**config.mk**
```make
export PLATFORM = sky130hd
export DESIGN_NAME = inst_decode_stage_flat
export DESIGN_NICKNAME = d
export VERILOG_FILES = /design/src/rtl/inst_decode_stage_if.sv /design/src/rtl/inst_decode_stage.sv /design/src/flat_wrapper.sv
export SDC_FILE = /design/constraint.sdc
export NUM_CORES = 1
export LEC_CHECK = 0
export CAP_MARGIN = 5
export CORE_MARGIN = 2
export CORE_UTILIZATION = 40
export CTS_BUF_LIST = sky130_fd_sc_hd__clkbuf_8
export DETAILED_ROUTE_END_ITERATION = 12
export GPL_TIMING_DRIVEN = 1
export PLACE_DENSITY_LB_ADDON = 0.25
export SETUP_SLACK_MARGIN = 0.15
export SLEW_MARGIN = 20
export SYNTH_ARGS = -nofsm -noshare
export SYNTH_HDL_FRONTEND = slang
export SYNTH_SLANG_ARGS = --single-unit
```
**constraint.sdc**
```tcl
create_clock -name clk -period 1.62 [get_ports clk]
set_clock_uncertainty 0.05 [all_clocks]
set_input_delay 0.162 -clock clk [delete_from_list [all_inputs] [get_ports clk]]
set_output_delay 0.162 -clock clk [all_outputs]
set_load 0.01 [all_outputs]
```
**src/rtl/inst_decode_stage_if.sv**
```systemverilog
// Fetch-to-decode and decode-to-execute signal bundle for inst_decode_stage.
// The slave modport is the decode stage itself; master is its environment.
interface inst_decode_stage_if #(
  parameter int XLEN = 32
);
  logic            in_valid;
  logic            in_ready;
  logic [31:0]     inst_in;
  logic [XLEN-1:0] pc_in;

  logic            out_valid;
  logic            out_ready;
  logic [XLEN-1:0] pc_out;
  logic [6:0]      opcode;
  logic [4:0]      rd;
  logic [4:0]      rs1;
  logic [4:0]      rs2;
  logic [2:0]      funct3;
  logic [6:0]      funct7;
  logic [XLEN-1:0] imm;
  logic [2:0]      fmt;
  logic            illegal;

  modport slave (
    input  in_valid, inst_in, pc_in, out_ready,
    output in_ready, out_valid, pc_out, opcode, rd, rs1, rs2,
           funct3, funct7, imm, fmt, illegal
  );

  modport master (
    output in_valid, inst_in, pc_in, out_ready,
    input  in_ready, out_valid, pc_out, opcode, rd, rs1, rs2,
           funct3, funct7, imm, fmt, illegal
  );
endinterface

```
**src/rtl/inst_decode_stage.sv**
```systemverilog
// Registered RV32I decode stage with a two-entry output/skid buffer and flush.
// Optional macro DECODE_ILLEGAL_CHECK_EN enables the illegal-instruction flag.
module inst_decode_stage #(
  parameter int XLEN = 32
) (
  input  logic                 clk,
  input  logic                 rst_n,
  input  logic                 flush,
  inst_decode_stage_if.slave   bus
);

  localparam logic [2:0] FMT_R = 3'd0;
  localparam logic [2:0] FMT_I = 3'd1;
  localparam logic [2:0] FMT_S = 3'd2;
  localparam logic [2:0] FMT_B = 3'd3;
  localparam logic [2:0] FMT_U = 3'd4;
  localparam logic [2:0] FMT_J = 3'd5;
  localparam logic [2:0] FMT_X = 3'd7;

  localparam logic [6:0] OP_LOAD   = 7'b0000011;
  localparam logic [6:0] OP_IMM    = 7'b0010011;
  localparam logic [6:0] OP_JALR   = 7'b1100111;
  localparam logic [6:0] OP_SYSTEM = 7'b1110011;
  localparam logic [6:0] OP_FENCE  = 7'b0001111;
  localparam logic [6:0] OP_STORE  = 7'b0100011;
  localparam logic [6:0] OP_REG    = 7'b0110011;
  localparam logic [6:0] OP_BRANCH = 7'b1100011;
  localparam logic [6:0] OP_LUI    = 7'b0110111;
  localparam logic [6:0] OP_AUIPC  = 7'b0010111;
  localparam logic [6:0] OP_JAL    = 7'b1101111;

  localparam logic [34:0] I_OPS = {OP_LOAD, OP_IMM, OP_JALR, OP_SYSTEM, OP_FENCE};
  localparam logic [13:0] U_OPS = {OP_LUI, OP_AUIPC};

  typedef struct packed {
    logic [XLEN-1:0] pc;
    logic [6:0]      opcode;
    logic [4:0]      rd;
    logic [4:0]      rs1;
    logic [4:0]      rs2;
    logic [2:0]      funct3;
    logic [6:0]      funct7;
    logic [XLEN-1:0] imm;
    logic [2:0]      fmt;
    logic            illegal;
  } dec_t;

  logic [31:0] inst;
  logic [6:0]  op;
  logic [4:0]  i_hit;
  logic [1:0]  u_hit;
  logic        is_i;
  logic        is_u;

  assign inst = bus.inst_in;
  assign op   = inst[6:0];

  genvar gi;
  generate
    for (gi = 0; gi < 5; gi++) begin : g_i_ops
      assign i_hit[gi] = (op == I_OPS[gi*7 +: 7]);
    end
    for (gi = 0; gi < 2; gi++) begin : g_u_ops
      assign u_hit[gi] = (op == U_OPS[gi*7 +: 7]);
    end
  endgenerate

  assign is_i = |i_hit;
  assign is_u = |u_hit;

  dec_t        dec;
  logic [31:0] imm32;
  logic        illegal_c;

  // Immediates are first assembled as sign-extended 32-bit values, then widened.
  always_comb begin
    dec   = '0;
    imm32 = '0;
    dec.pc  = bus.pc_in;
    dec.fmt = FMT_X;
    if (is_i) begin
      dec.fmt    = FMT_I;
      dec.rd     = inst[11:7];
      dec.rs1    = inst[19:15];
      dec.funct3 = inst[14:12];
      imm32      = {{20{inst[31]}}, inst[31:20]};
    end else if (is_u) begin
      dec.fmt = FMT_U;
      dec.rd  = inst[11:7];
      imm32   = {inst[31:12], 12'b0};
    end else begin
      case (op)
        OP_STORE: begin
          dec.fmt    = FMT_S;
          dec.rs1    = inst[19:15];
          dec.rs2    = inst[24:20];
          dec.funct3 = inst[14:12];
          imm32      = {{20{inst[31]}}, inst[31:25], inst[11:7]};
        end
        OP_REG: begin
          dec.fmt    = FMT_R;
          dec.rd     = inst[11:7];
          dec.rs1    = inst[19:15];
          dec.rs2    = inst[24:20];
          dec.funct3 = inst[14:12];
          dec.funct7 = inst[31:25];
        end
        OP_BRANCH: begin
          dec.fmt    = FMT_B;
          dec.rs1    = inst[19:15];
          dec.rs2    = inst[24:20];
          dec.funct3 = inst[14:12];
          imm32      = {{19{inst[31]}}, inst[31], inst[7], inst[30:25], inst[11:8], 1'b0};
        end
        OP_JAL: begin
          dec.fmt = FMT_J;
          dec.rd  = inst[11:7];
          imm32   = {{11{inst[31]}}, inst[31], inst[19:12], inst[20], inst[30:21], 1'b0};
        end
        default: dec.fmt = FMT_X;
      endcase
    end
    if (dec.fmt != FMT_X) begin
      dec.opcode = op;
    end
    dec.imm     = XLEN'($signed(imm32));
    dec.illegal = illegal_c;
  end

`ifdef DECODE_ILLEGAL_CHECK_EN
  // Only funct7 0000000 and 0100000 exist for base-ISA register ops.
  assign illegal_c = (!is_i && !is_u && !(op inside {OP_STORE, OP_REG, OP_BRANCH, OP_JAL}))
                  || (inst[1:0] != 2'b11)
                  || ((op == OP_REG) && !(inst[31:25] inside {7'b0000000, 7'b0100000}));
`else
  assign illegal_c = 1'b0;
`endif

  dec_t out_reg,  out_next;
  dec_t skid_reg, skid_next;
  logic out_valid_reg,  out_valid_next;
  logic skid_valid_reg, skid_valid_next;
  logic accept;
  logic retire;

  assign accept = bus.in_valid && !skid_valid_reg;
  assign retire = out_valid_reg && bus.out_ready;

  // Skid can only fill while the output register is full, so an empty output
  // register implies an empty skid.
  always_comb begin
    out_next        = out_reg;
    skid_next       = skid_reg;
    out_valid_next  = out_valid_reg;
    skid_valid_next = skid_valid_reg;
    if (flush) begin
      out_valid_next  = 1'b0;
      skid_valid_next = 1'b0;
    end else if (!out_valid_reg || retire) begin
      if (skid_valid_reg) begin
        out_next        = skid_reg;
        out_valid_next  = 1'b1;
        skid_valid_next = 1'b0;
      end else if (accept) begin
        out_next       = dec;
        out_valid_next = 1'b1;
      end else begin
        out_valid_next = 1'b0;
      end
    end else if (accept) begin
      skid_next       = dec;
      skid_valid_next = 1'b1;
    end
  end

  always_ff @(posedge clk or negedge rst_n) begin
    if (!rst_n) begin
      out_reg        <= '0;
      skid_reg       <= '0;
      out_valid_reg  <= 1'b0;
      skid_valid_reg <= 1'b0;
    end else begin
      out_reg        <= out_next;
      skid_reg       <= skid_next;
      out_valid_reg  <= out_valid_next;
      skid_valid_reg <= skid_valid_next;
    end
  end

  assign bus.in_ready  = !skid_valid_reg;
  assign bus.out_valid = out_valid_reg;
  assign bus.pc_out    = out_reg.pc;
  assign bus.opcode    = out_reg.opcode;
  assign bus.rd        = out_reg.rd;
  assign bus.rs1       = out_reg.rs1;
  assign bus.rs2       = out_reg.rs2;
  assign bus.funct3    = out_reg.funct3;
  assign bus.funct7    = out_reg.funct7;
  assign bus.imm       = out_reg.imm;
  assign bus.fmt       = out_reg.fmt;
  assign bus.illegal   = out_reg.illegal;

endmodule

```
**src/flat_wrapper.sv**
```systemverilog
// flat-port wrapper written by rule: the top's interface ports become plain ports
module inst_decode_stage_flat 
#(
  parameter int XLEN = 32
)
  (clk, rst_n, flush, bus_in_valid, bus_inst_in, bus_pc_in, bus_out_ready, bus_in_ready, bus_out_valid, bus_pc_out, bus_opcode, bus_rd, bus_rs1, bus_rs2, bus_funct3, bus_funct7, bus_imm, bus_fmt, bus_illegal);
  inst_decode_stage_if #(.XLEN(XLEN)) bus_i ();
  input  logic clk;
  input  logic rst_n;
  input  logic flush;
  input wire logic [$bits(bus_i.in_valid)-1:0] bus_in_valid;
  input wire logic [$bits(bus_i.inst_in)-1:0] bus_inst_in;
  input wire logic [$bits(bus_i.pc_in)-1:0] bus_pc_in;
  input wire logic [$bits(bus_i.out_ready)-1:0] bus_out_ready;
  output wire logic [$bits(bus_i.in_ready)-1:0] bus_in_ready;
  output wire logic [$bits(bus_i.out_valid)-1:0] bus_out_valid;
  output wire logic [$bits(bus_i.pc_out)-1:0] bus_pc_out;
  output wire logic [$bits(bus_i.opcode)-1:0] bus_opcode;
  output wire logic [$bits(bus_i.rd)-1:0] bus_rd;
  output wire logic [$bits(bus_i.rs1)-1:0] bus_rs1;
  output wire logic [$bits(bus_i.rs2)-1:0] bus_rs2;
  output wire logic [$bits(bus_i.funct3)-1:0] bus_funct3;
  output wire logic [$bits(bus_i.funct7)-1:0] bus_funct7;
  output wire logic [$bits(bus_i.imm)-1:0] bus_imm;
  output wire logic [$bits(bus_i.fmt)-1:0] bus_fmt;
  output wire logic [$bits(bus_i.illegal)-1:0] bus_illegal;
  assign bus_i.in_valid = bus_in_valid;
  assign bus_i.inst_in = bus_inst_in;
  assign bus_i.pc_in = bus_pc_in;
  assign bus_i.out_ready = bus_out_ready;
  assign bus_in_ready = bus_i.in_ready;
  assign bus_out_valid = bus_i.out_valid;
  assign bus_pc_out = bus_i.pc_out;
  assign bus_opcode = bus_i.opcode;
  assign bus_rd = bus_i.rd;
  assign bus_rs1 = bus_i.rs1;
  assign bus_rs2 = bus_i.rs2;
  assign bus_funct3 = bus_i.funct3;
  assign bus_funct7 = bus_i.funct7;
  assign bus_imm = bus_i.imm;
  assign bus_fmt = bus_i.fmt;
  assign bus_illegal = bus_i.illegal;
  inst_decode_stage #(.XLEN(XLEN)) u_core (.clk(clk), .rst_n(rst_n), .flush(flush), .bus(bus_i));
endmodule
```
# Yosys cells after proc, flatten, opt, wreduce, memory -nomap -nowiden
# Index checks and enable logic that the tools add are counted.
# Widths: inputs -> output; s select.
dict set report totals {
  word_cells 74
  out_inout_bits 102
  register_bits 201
}
dict set report op_classes {
  n_eq_ne 12
  mux 25
  reduce_logical 14
  bitwise 2
}
# op count
set ops {}
lappend ops {{$mux 100} 2}
lappend ops {{$pmux 32 s3} 1}
lappend ops {{$mux 32} 2}
lappend ops {{$eq 7x7->1 const B} 4}
lappend ops {{$eq 7x6->1 const B} 3}
lappend ops {{$mux 7} 3}
lappend ops {{$mux 20} 1}
lappend ops {{$mux 5} 3}
lappend ops {{$eq 7x5->1 const B} 2}
lappend ops {{$mux 13} 1}
lappend ops {{$pmux 3 s4} 1}
lappend ops {{$mux 10} 1}
lappend ops {{$mux 3} 3}
lappend ops {{$eq 7x2->1 const B} 1}
lappend ops {{$eq 7x4->1 const B} 1}
lappend ops {{$mux 1} 7}
lappend ops {{$reduce_and 3->1} 2}
lappend ops {{$reduce_or 5->1} 1}
lappend ops {{$reduce_bool 2->1} 2}
lappend ops {{$reduce_or 2->1} 2}
lappend ops {{$ne 3x3->1 const B} 1}
lappend ops {{$reduce_bool 3->1} 1}
lappend ops {{$reduce_or 3->1} 1}
lappend ops {{$logic_and 1x1->1} 2}
lappend ops {{other kinds (3)} 5}

# Logic depth before layout (Yosys ltp)
# Gate-level depths: netlist of the first run.
dict set report depth {
  word_depth 8
  ltp_mapped 8
}

# Worst setup path before layout of the first run
# OpenSTA, ideal clock, no wires.
dict set report synth_path {
  kind {register to register}
  from {reg u_core.out_valid_reg (netlist: u_core.bus.out_valid)}
  to {reg u_core.out_reg, in the netlist u_core.bus.imm[4]}
  path_buffers 3
  setup_time_ns 0.130
  t_arrival_ns 1.613
  t_required_ns 1.440
  setup_slack_ns -0.173
  period_less_slack_ns 1.793
  stages_incl_launch_ff 8
  path_cell_list {dfrtp_1 -> nor2b_1 -> buf_2 -> or3_1 -> buf_2 -> buf_6 -> a221oi_1 -> a21oi_1}
}
dict set report synth_via {
  elab_chain_cells 3
  word_cells_on_any_way 4
}
# element line
set synth_rtl {}
lappend synth_rtl {{start: declaration} inst_decode_stage.sv:141} ;# logic out_valid_reg, out_valid_next;
lappend synth_rtl {{start signal: assignment} inst_decode_stage.sv:185} ;# out_valid_reg <= out_valid_next;
lappend synth_rtl {{$logic_not 1->1 or $logic_and 1x1->1 (tied branches)} {inst_decode_stage.sv:159, inst_decode_stage.sv:147}}
lappend synth_rtl {{$logic_or 1x1->1 *} inst_decode_stage.sv:159} ;# end else if (!out_valid_reg || retire) begin
lappend synth_rtl {{$reduce_and 3->1 (no line) *} --}
lappend synth_rtl {{end signal: assignment} inst_decode_stage.sv:183} ;# out_reg <= out_next;
lappend synth_rtl {{end: declaration} inst_decode_stage.sv:139} ;# dec_t out_reg, out_next;
# Mark *: on every way between the ends. The rest lies on a longest branch, timed or not.
# A chain may end at the register's enable or synchronous reset.

# Worst setup path in the final report of the first run
dict set report layout_path {
  from {reg u_core.skid_valid_reg}
  to {reg u_core.skid_reg[91] in the netlist's numbering}
}
dict set report layout_via {
  elab_chain_cells 3
}
# element line
set layout_rtl {}
lappend layout_rtl {{start: declaration} inst_decode_stage.sv:142} ;# logic skid_valid_reg, skid_valid_next;
lappend layout_rtl {{start signal: assignment} inst_decode_stage.sv:186} ;# skid_valid_reg <= skid_valid_next;
lappend layout_rtl {{$logic_not 1->1} inst_decode_stage.sv:146} ;# assign accept = bus.in_valid && !skid_valid_reg;
lappend layout_rtl {{$logic_and 1x1->1} inst_decode_stage.sv:146}
lappend layout_rtl {{$reduce_and 3->1 (no line)} --}
lappend layout_rtl {{end signal: assignment} inst_decode_stage.sv:184} ;# skid_reg <= skid_next;
lappend layout_rtl {{end: declaration} inst_decode_stage.sv:140} ;# dec_t skid_reg, skid_next;
# No other way between the ends.

==> results of run 1 <==
worst reg2reg max path, cell delays in order, from the launching register on:
cell and delay [ps]:
sky130_fd_sc_hd__dfrtp_4 520, sky130_fd_sc_hd__nand2b_4 180, sky130_fd_sc_hd__or3_4 470, sky130_fd_sc_hd__buf_6 190, sky130_fd_sc_hd__buf_6 140, sky130_fd_sc_hd__nand2_1 90, sky130_fd_sc_hd__nand2_1 80
layout by cell type (no fill, tap or decap), types with 7 or more instances in the layout:
cell / count
sky130_fd_sc_hd__dfrtp_1: 199
sky130_fd_sc_hd__buf_4: 108
sky130_fd_sc_hd__dlymetal6s2s_1: 98
sky130_fd_sc_hd__nand2_1: 87
sky130_fd_sc_hd__nand2_2: 68
sky130_fd_sc_hd__clkdlybuf4s50_1: 67
sky130_fd_sc_hd__a31oi_1: 48
sky130_fd_sc_hd__nand2_4: 45
sky130_fd_sc_hd__mux2i_1: 33
sky130_fd_sc_hd__buf_12: 31
sky130_fd_sc_hd__o21ai_2: 30
sky130_fd_sc_hd__buf_6: 29
sky130_fd_sc_hd__nor2_1: 26
sky130_fd_sc_hd__o21bai_1: 24
sky130_fd_sc_hd__o21ai_1: 24
sky130_fd_sc_hd__nor2_2: 21
sky130_fd_sc_hd__clkbuf_8: 21
sky130_fd_sc_hd__a32o_1: 20
sky130_fd_sc_hd__nand4_1: 20
sky130_fd_sc_hd__clkbuf_16: 18
sky130_fd_sc_hd__nor4_1: 17
sky130_fd_sc_hd__a21oi_2: 15
sky130_fd_sc_hd__buf_16: 15
sky130_fd_sc_hd__nand3_1: 14
sky130_fd_sc_hd__a21oi_1: 12
sky130_fd_sc_hd__a21boi_0: 10
sky130_fd_sc_hd__inv_1: 8
sky130_fd_sc_hd__nor2_4: 7
sky130_fd_sc_hd__a21boi_1: 7
area by class of cell:
class                   instances  area (um^2)
multi-input cells             648         4950
inverters                       7         38.8
clock inverters                12          144
repair buffers                375         4640
fillers                      1575         7150
clock buffers                  20          275
flip-flops and latches        200         5010
well taps                     285          357
cell families after synthesis:
family                 Yosys count  synth area share [%]
AO/OA/AOI/OAI                  251                  18.8
AND/OR/NAND/NOR                361                  18.2
flip-flops                     200                  54.6
multiplexers                    33                  3.61
buffers and inverters           85                  4.64
XOR/XNOR                         1                0.0956
other                            1                0.0409
worst paths after layout:
path / start / end / cells after the start
min reg2reg: u_core.skid_reg[85] / u_core.skid_reg[85] / 2
max in group asynchronous: rst_n / u_core.skid_valid_reg / 3
max: u_core.skid_valid_reg / u_core.skid_reg[91] / 6
min: rst_n / u_core.bus.pc_out[24] / 2
min in group clk: bus_pc_in[27] / u_core.skid_reg[95] / 3
max reg2reg: u_core.skid_valid_reg / u_core.skid_reg[91] / 6
cell usage after synthesis (5+ instances only):
cell,instances
sky130_fd_sc_hd__buf_6,6
sky130_fd_sc_hd__a31oi_1,49
sky130_fd_sc_hd__nor2_1,54
sky130_fd_sc_hd__nor3_1,7
sky130_fd_sc_hd__clkbuf_1,29
sky130_fd_sc_hd__nand2b_1,6
sky130_fd_sc_hd__nor4_1,25
sky130_fd_sc_hd__dfrtp_1,200
sky130_fd_sc_hd__nand4_1,20
sky130_fd_sc_hd__buf_2,37
sky130_fd_sc_hd__a22o_1,5
sky130_fd_sc_hd__a221oi_1,6
sky130_fd_sc_hd__nand3_1,21
sky130_fd_sc_hd__mux2i_1,33
sky130_fd_sc_hd__o31ai_1,7
sky130_fd_sc_hd__o22ai_1,5
sky130_fd_sc_hd__a32o_1,20
sky130_fd_sc_hd__a21boi_0,20
sky130_fd_sc_hd__o21bai_1,25
sky130_fd_sc_hd__inv_1,6
sky130_fd_sc_hd__a21oi_1,28
sky130_fd_sc_hd__nand2_1,200
sky130_fd_sc_hd__o211ai_1,6
sky130_fd_sc_hd__o21ai_0,55
report_power, final:
| group | total [uW] | internal (uW) | switching, uW |
|---|---|---|---|
| Combinational | 3480 | 1840 | 1640 |
| Clock | 3420 | 1530 | 1900 |
| Sequential | 6250 | 5690 | 558 |
| Total | 13200 | 9060 | 4100 |
per-layer routing:
metal	up-vias	share of wire, %	GRT usage [%]
li1	4012	-	-
met1	4602	40	33.7
met2	400	50	39.0
met3	73	6.4	4.35
met4	0	3.5	7.03
met5	-	0	0
stage by stage:
| step | setup slack [ps] | cell area (um^2) | hold WS, ps | TNS, ps | util [%] |
|---|---|---|---|---|---|
| after floorplan | -147 | 9270 | -184 | -10570 | - |
| after global routing | -241 | 15400 | 108 | -29380 | 68.3 |
| after detailed placement | -579 | 11900 | 53.6 | -78710 | 52.9 |
| after CTS | -169 | 13200 | 102 | -16600 | 58.6 |
| after global placement | -519 | 11900 | 57.4 | -75470 | 52.9 |
| final | -201 | 15400 | 102 | -21900 | 68.3 |
timing repair:
| item | CTS | global route |
|---|---|---|
| endpoints found under the setup margin | 299 | 298 |
| gates cloned | 14 | 22 |
| hold buffers | 1 | 0 |
| endpoints found under the hold margin | 200 | 0 |
| pin swaps | 13 | 96 |
| setup buffers | 20 | 37 |
| gates resized for setup | 115 | 427 |
==> impl.org, run 1 <==
** Global route
- Global-route wire length before repair :: 45.7 mm
- Total congestion overflow :: 0
- Global-route total usage across every layer :: 24.2%
- Entering global routing, the biggest net connects 53 pins.
- Number of global-route vias before repair :: 8117
- The number of antenna violations at the first check in global routing came to 0.

** Timing
- Setup repair after global routing missed its margin :: yes
- Hold Vio Cnt, Final :: 0
- Shortest period the worst path allows :: 1820 ps
- Number of max-slew violations in the final report :: 0
- Upper clock frequency limit :: 549 MHz
- Final critical-path share of the clock period :: 112%
- Setup violations remaining at the end of the flow were counted as 188.
- Once routing completed, OpenROAD measured the worst setup slack at -201 ps.
- Tightest slew margin relative to the limit :: 56.2%
- Worst Max-Slew Pin Slew :: 655 ps

** Placement
- The congestion estimate from routability-driven global placement came to 0.868.
- Buffers placed on the I/O ports in this run total 169.
- Number of placed instances, taps included :: 1421
- Half-perimeter wire length after placement :: 18.7 mm

** Clocking
- Clock tree synthesis found a total of 200 sinks.
- TritonCTS Buffers :: 17
- TritonCTS built the clock tree.
- The H-tree was split into 4 levels.
- The cell sitting at the root of the clock tree is a sky130_fd_sc_hd__clkbuf_8.
- Clock-pin slew was measured on the worst setup and hold paths at 110 ps.
- No sink is reached through more buffers than the 2 on the longest clock path.
- The later pin in the worst-skew pair is clocked with a latency of 470 ps.

** Outcome
- Violated checks :: negative setup slack
- Result of the run :: finished, violations left

** Setup path
- Of all nets on the critical path, the largest fanout is 7.
- Startpoint type of the worst setup path :: register
- Required time of the critical path :: 1930 ps
- Together, buffers and inverters on the worst path number 2.
- Broken down by cell family, the worst path's largest delay share belongs to simple AND/OR/NAND/NOR gates.
- The critical path goes through nand2b_4 > or3_4 > buf_6 > buf_6 > nand2_1 > nand2_1.
- Crit-path slowest cell :: sky130_fd_sc_hd__dfrtp_4
- STA classifies the critical path endpoint as a register.
- For this run, the slowest stage of the critical path takes 520 ps.
- At the worst endpoint, the arrival time is 2130 ps.
- Startpoint-to-endpoint class of the critical path :: reg2reg
- The worst register-to-register path has a setup slack of -200 ps.

** Logic synthesis
- Synth top area share :: 54.6%
- Number of flops mapped to enable cells by yosys :: 0
- For this run, asynchronously set or reset flops after synthesis account for 100%.
- For this run, the leading register cell type out of synthesis is sky130_fd_sc_hd__dfrtp_1.
- Yosys mapped the design onto 61 distinct sky130hd cell types.
- Post-synthesis register bit count :: 200
- Synthesis produced a netlist whose cell count is 932.
- In this run the mean area of a mapped cell was 9.83 um^2.
- Post-Syn Nets :: 1001
- Area contributors post-synth :: sky130_fd_sc_hd__dfrtp_1 (55%), sky130_fd_sc_hd__nand2_1 (8.2%), sky130_fd_sc_hd__mux2i_1 (3.6%)
- Library cell with the largest summed area after synthesis :: sky130_fd_sc_hd__dfrtp_1
- Sequential cells were found to cover 54.6% of the synthesized design area.
- The synthesized netlist occupies a cell area of 9160 um^2.
- Number of warning messages in the yosys log :: 0

** Finish
- The number of antenna diodes in the final layout is 0.
- The register with the most flip-flops in the layout has 99 of them.
- After the flow finishes, the layout carries non-filler instances totaling 1547.
- Net count, final :: 1318
- The post-route netlist has 39.2% of its cells at a drive strength greater than 1.
- Area growth from synthesis to final layout :: 68.3%

** Power and ir drop
- For this design the ratio of total power to cell area is 853 nW/um^2.
- The worst-case IR drop observed on VDD is 0.000516 V.
- Cell leakage power :: 0.00770 uW
- Total power draw :: 13200 uW

** Run
- The tool flagged a number of max-cap violations equal to 0.

** Drt
- In the routed design, unresolved DRC markers number 0.
- Vias :: 9087
- The detailed router finished its first iteration with 717 violations.
- Vias/cell :: 5.87
- Wire length per cell after detailed routing :: 22.6 um
- Detailed-routing iteration count for the pre-antenna-repair pass :: 5
- The count of nets left with antenna violations once routing finished came out at 0.
- Final wirelength :: 35.0 mm

** Die
- Starting density of the core :: 40.6%
- The floorplan step set the die height to 155 um.
- The die covers 24100 um^2.
- Placeable core region :: 22600 um^2
- In this run the core area contains 55 standard-cell rows.
- 171 I/O pins were placed.
- The die is 155 um wide.

** Hold path
- The path class of the tightest hold or removal check is in2async.
Power figures use the tool's default switching activity.
==> run 2, diff against run 1 <==
Settings changed: CELL_PAD_IN_SITES_DETAIL_PLACEMENT set to 0, CELL_PAD_IN_SITES_GLOBAL_PLACEMENT set to 1, CORE_UTILIZATION 40 to 38.
==> run 2 against run 1 <==
Effect of this change: register-to-register slack better by 20 ps; first-iteration DRC count is 4.0% higher; critical path type unchanged; final area is 1.9% lower; the run still ends with negative setup slack left; flip-flop and latch count stayed put; combinational power is 9.5% lower; count of clock-buffer cells in the layout is 2 lower; routed wire length is 5.1% lower; worst hold slack better by 22 ps; non-clock buffer count is 20 lower; clock power is 6.7% lower; sequential share of layout area is 0.63 points higher; cell count is 1.0% higher; highest routed layer unchanged.
==> impl.org, run 2 (synthesis results as in run 1) <==
** Finish
- In the final layout, the share of cells above drive strength 1 is 35.4%.
- The finished layout holds 1563 standard cells, fillers aside.
- Cells fill 64.2% of the core in the end.
- Leading cell type in the layout, fill and taps excluded :: sky130_fd_sc_hd__dfrtp_1
- Most used cells in the layout excluding fill and tap cells :: sky130_fd_sc_hd__dfrtp_1 (199), sky130_fd_sc_hd__nand2_1 (124), sky130_fd_sc_hd__buf_4 (84)
- Area of combinational cells with multiple inputs :: 4980 um^2
- Across the whole layout, storage elements account for 5010 um^2.
- Fillers :: 1874
- Largest register FFs :: 99
- From synthesis to final layout, the design area changed by 65.1%.
- At the end of the flow, the number of nets in the layout was 1299.

** Clocking
- Sinks on Clock Net :: 200
- Clk Latency, worst-skew pair :: 480 ps
- Clk buf depth :: 2
- CTS placed an instance of sky130_fd_sc_hd__clkbuf_8 at the clock tree root.
- Clock-pin slew was measured on the worst setup and hold paths at 110 ps.
- TritonCTS Buffers :: 17
- TritonCTS built the clock tree.
- CTS built an H-tree with a depth of 4.

** Drt
- Dividing the detail-routed via count by the number of cells gives 5.63.
- For this run, design rule violations remaining after detail routing come to 0.
- The routed layout has 8799 vias.
- Final wirelength :: 33.2 mm
- Dividing the detail-routed wire length by the instance count gives 21.2 um.
- Before antenna repair, the detailed router went through 5 iterations.
- In this run the remaining antenna-violating nets after routing total 0.
- After the first detailed-routing iteration, the DRC count stood at 746.

** Setup path
- The startpoint identified for the worst register-to-register timing path is u_core.skid_valid_reg.
- Crit-path slowest cell :: sky130_fd_sc_hd__dfrtp_4
- Data on the critical path is required at its endpoint by 1930 ps.
- Data on the critical path arrives at its endpoint at 2120 ps.
- Traced cell by cell, the critical path runs through buf_6 > buf_4 > clkinvlp_4 > buf_6 > buf_8 > nor4_1 > o21bai_1 > a31oi_1.
- The worst setup path is captured at a register.
- Largest incremental delay on the critical path :: 440 ps
- Most frequent cell on the critical path :: sky130_fd_sc_hd__buf_6
- Depth of the critical timing path with buffers and inverters included :: 8
- The number of buffers and inverters on the critical path is 5.
- Dominant delay contributor by cell family on the critical path :: buffers and inverters
- Startpoint type of the worst setup path :: register
- Across all register-to-register paths, the minimum setup slack is -180 ps.
- Reg-to-reg endpoint :: u_core.bus.imm[26]
- Cell depth of the worst flop-to-flop path :: 8
- In this run the worst path has a maximum fanout of 6.
- By startpoint and endpoint, the worst setup path is classified as reg2reg.

** Global route
- Entering global routing, the biggest net connects 50 pins.
- The number of antenna violations at the first check in global routing is 1.
- The number of global-route vias before repair was 8333.
- Global-route total usage across every layer :: 23.7%
- The first global-routing pass estimated 47.7 mm of wire.
- Total congestion overflow :: 0

** Timing
- Final critical-path share of the clock period :: 111%
- The final-report hold violation count is 0.
- On the final layout, the worst hold slack is 123 ps.
- Setup violations remaining at the end of the flow were counted as 196.
- Tightest slew margin relative to the limit :: 65.0%
- Number of max-slew violations in the final report :: 0
- Upper clock frequency limit :: 555 MHz
- The worst path in the final design needs a cycle of 1800 ps, including I/O delays and setup.
- For the pin with the worst max-slew slack, the measured transition is 520 ps.
- Setup slack on the critical path of the routed design comes to -183 ps.
- Setup repair after global routing could not meet its margin everywhere.

** Outcome
- Violated checks :: negative setup slack
- The flow ran to the end, but the final reports show violations.

** Placement
- Input/output buffers :: 169
- After detailed placement, the design holds a cell count of 1448.
- RePlAce Congestion :: 0.869
- After legalization and detailed placement, the total HPWL measured 19.2 mm.

** Die
- The region available for standard cell placement spans 23500 um^2.
- The die covers 25400 um^2.
- X dimension of the die :: 159 um
- The die is 159 um tall.
- Cell Rows :: 56
- Number of top-level design ports :: 171
- The initial utilization of the core area, before any placement, comes to 38.9%.

** Power and ir drop
- Flop pwr share :: 49.6%
- PwrDens :: 832 nW/um^2
- In this run switching power makes up 32.5% of total power.
- Worst supply voltage drop on vdd :: 0.000545 V
- The analysis attributes to cell leakage a power of 0.00703 uW.
- Share of total power in the clock network :: 25.4%
- Net Switching :: 4090 uW
- Combinational share of power :: 25.0%
- Cell internal power dissipation :: 8490 uW

** Run
- Across the run, the number of max-cap violations was 0.

** Hold path
- The worst hold path belongs to the class in2async.
run 2: changes by cell type in the layout (fill, tap and decap cells not counted), sizes merged, moves of 2 or more:
cell,before,now
dlymetal6s2s,98,50
clkbuf,39,30
clkinvlp,0,2
clkdlybuf4s15,0,3
bufinv,2,0
dlygate4sd2,1,46
buf,189,175
run 2: how the worst max path moves through the flow:
stage | from | endpoint
global placement | bus_inst_in[6] | u_core.bus.imm[12]
CTS | u_core.skid_valid_reg | u_core.bus.pc_out[4]
global route | u_core.skid_valid_reg | bus_in_ready
detailed placement | bus_inst_in[6] | u_core.bus.imm[12]
floorplan | u_core.bus.out_valid | u_core.bus.imm[4]
finish | u_core.skid_valid_reg | u_core.bus.imm[26]
run 2: area by class of cell:
| type | count | share of cell area [%] |
|---|---|---|
| flip-flops and latches | 200 | 33.1 |
| well taps | 319 | 2.64 |
| clock buffers | 18 | 1.64 |
| clock inverters | 14 | 0.894 |
| inverters | 7 | 0.199 |
| multi-input cells | 649 | 32.9 |
| repair buffers | 355 | 28.6 |
| diodes | 1 | 0.0165 |
run 2: what timing repair did:
action / CTS / global route
cloned: 22 / 15
endpoints found under the hold margin: 173 / 0
setup buffers: 15 / 29
resized for setup: 229 / 306
pin swaps: 51 / 75
hold buffers: 1 / 0
setup endpoints to repair: 299 / 254
run 2: metrics by stage:
stage                     TNS (ps)  setup slack (ps)  instance area (um^2)  power [uW]
after floorplan             -10570              -147                  9270        7210
after global placement      -68860              -572                 11900        8630
after detailed placement    -71750              -619                 11900        8690
after CTS                    -4670             -92.2                 13400       12100
after global routing        -22120              -203                 15100       13100
final                       -16100              -183                 15100       12600
run 2: power groups by stage:
stage / clock [uW] / sequential [uW] / combinational [uW]
2_1_floorplan: 0 / 6250 / 958
3_3_place_gp: 0 / 6160 / 2470
3_5_place_dp: 0 / 6190 / 2510
4_1_cts: 3240 / 6100 / 2730
5_1_grt: 3420 / 6320 / 3390
6_report: 3190 / 6240 / 3150
run 2: layer usage:
metal  up-vias  wire [um]  global-route usage, %  part of all wire [%]
met1      4427      14500                   32.8                    44
met2       347      16000                   38.5                    48
met3        40       2050                   4.74                   6.2
li1       3985          -                      -                     -
met5         -          0                      0                     0
met4         0        609                   5.83                   1.8
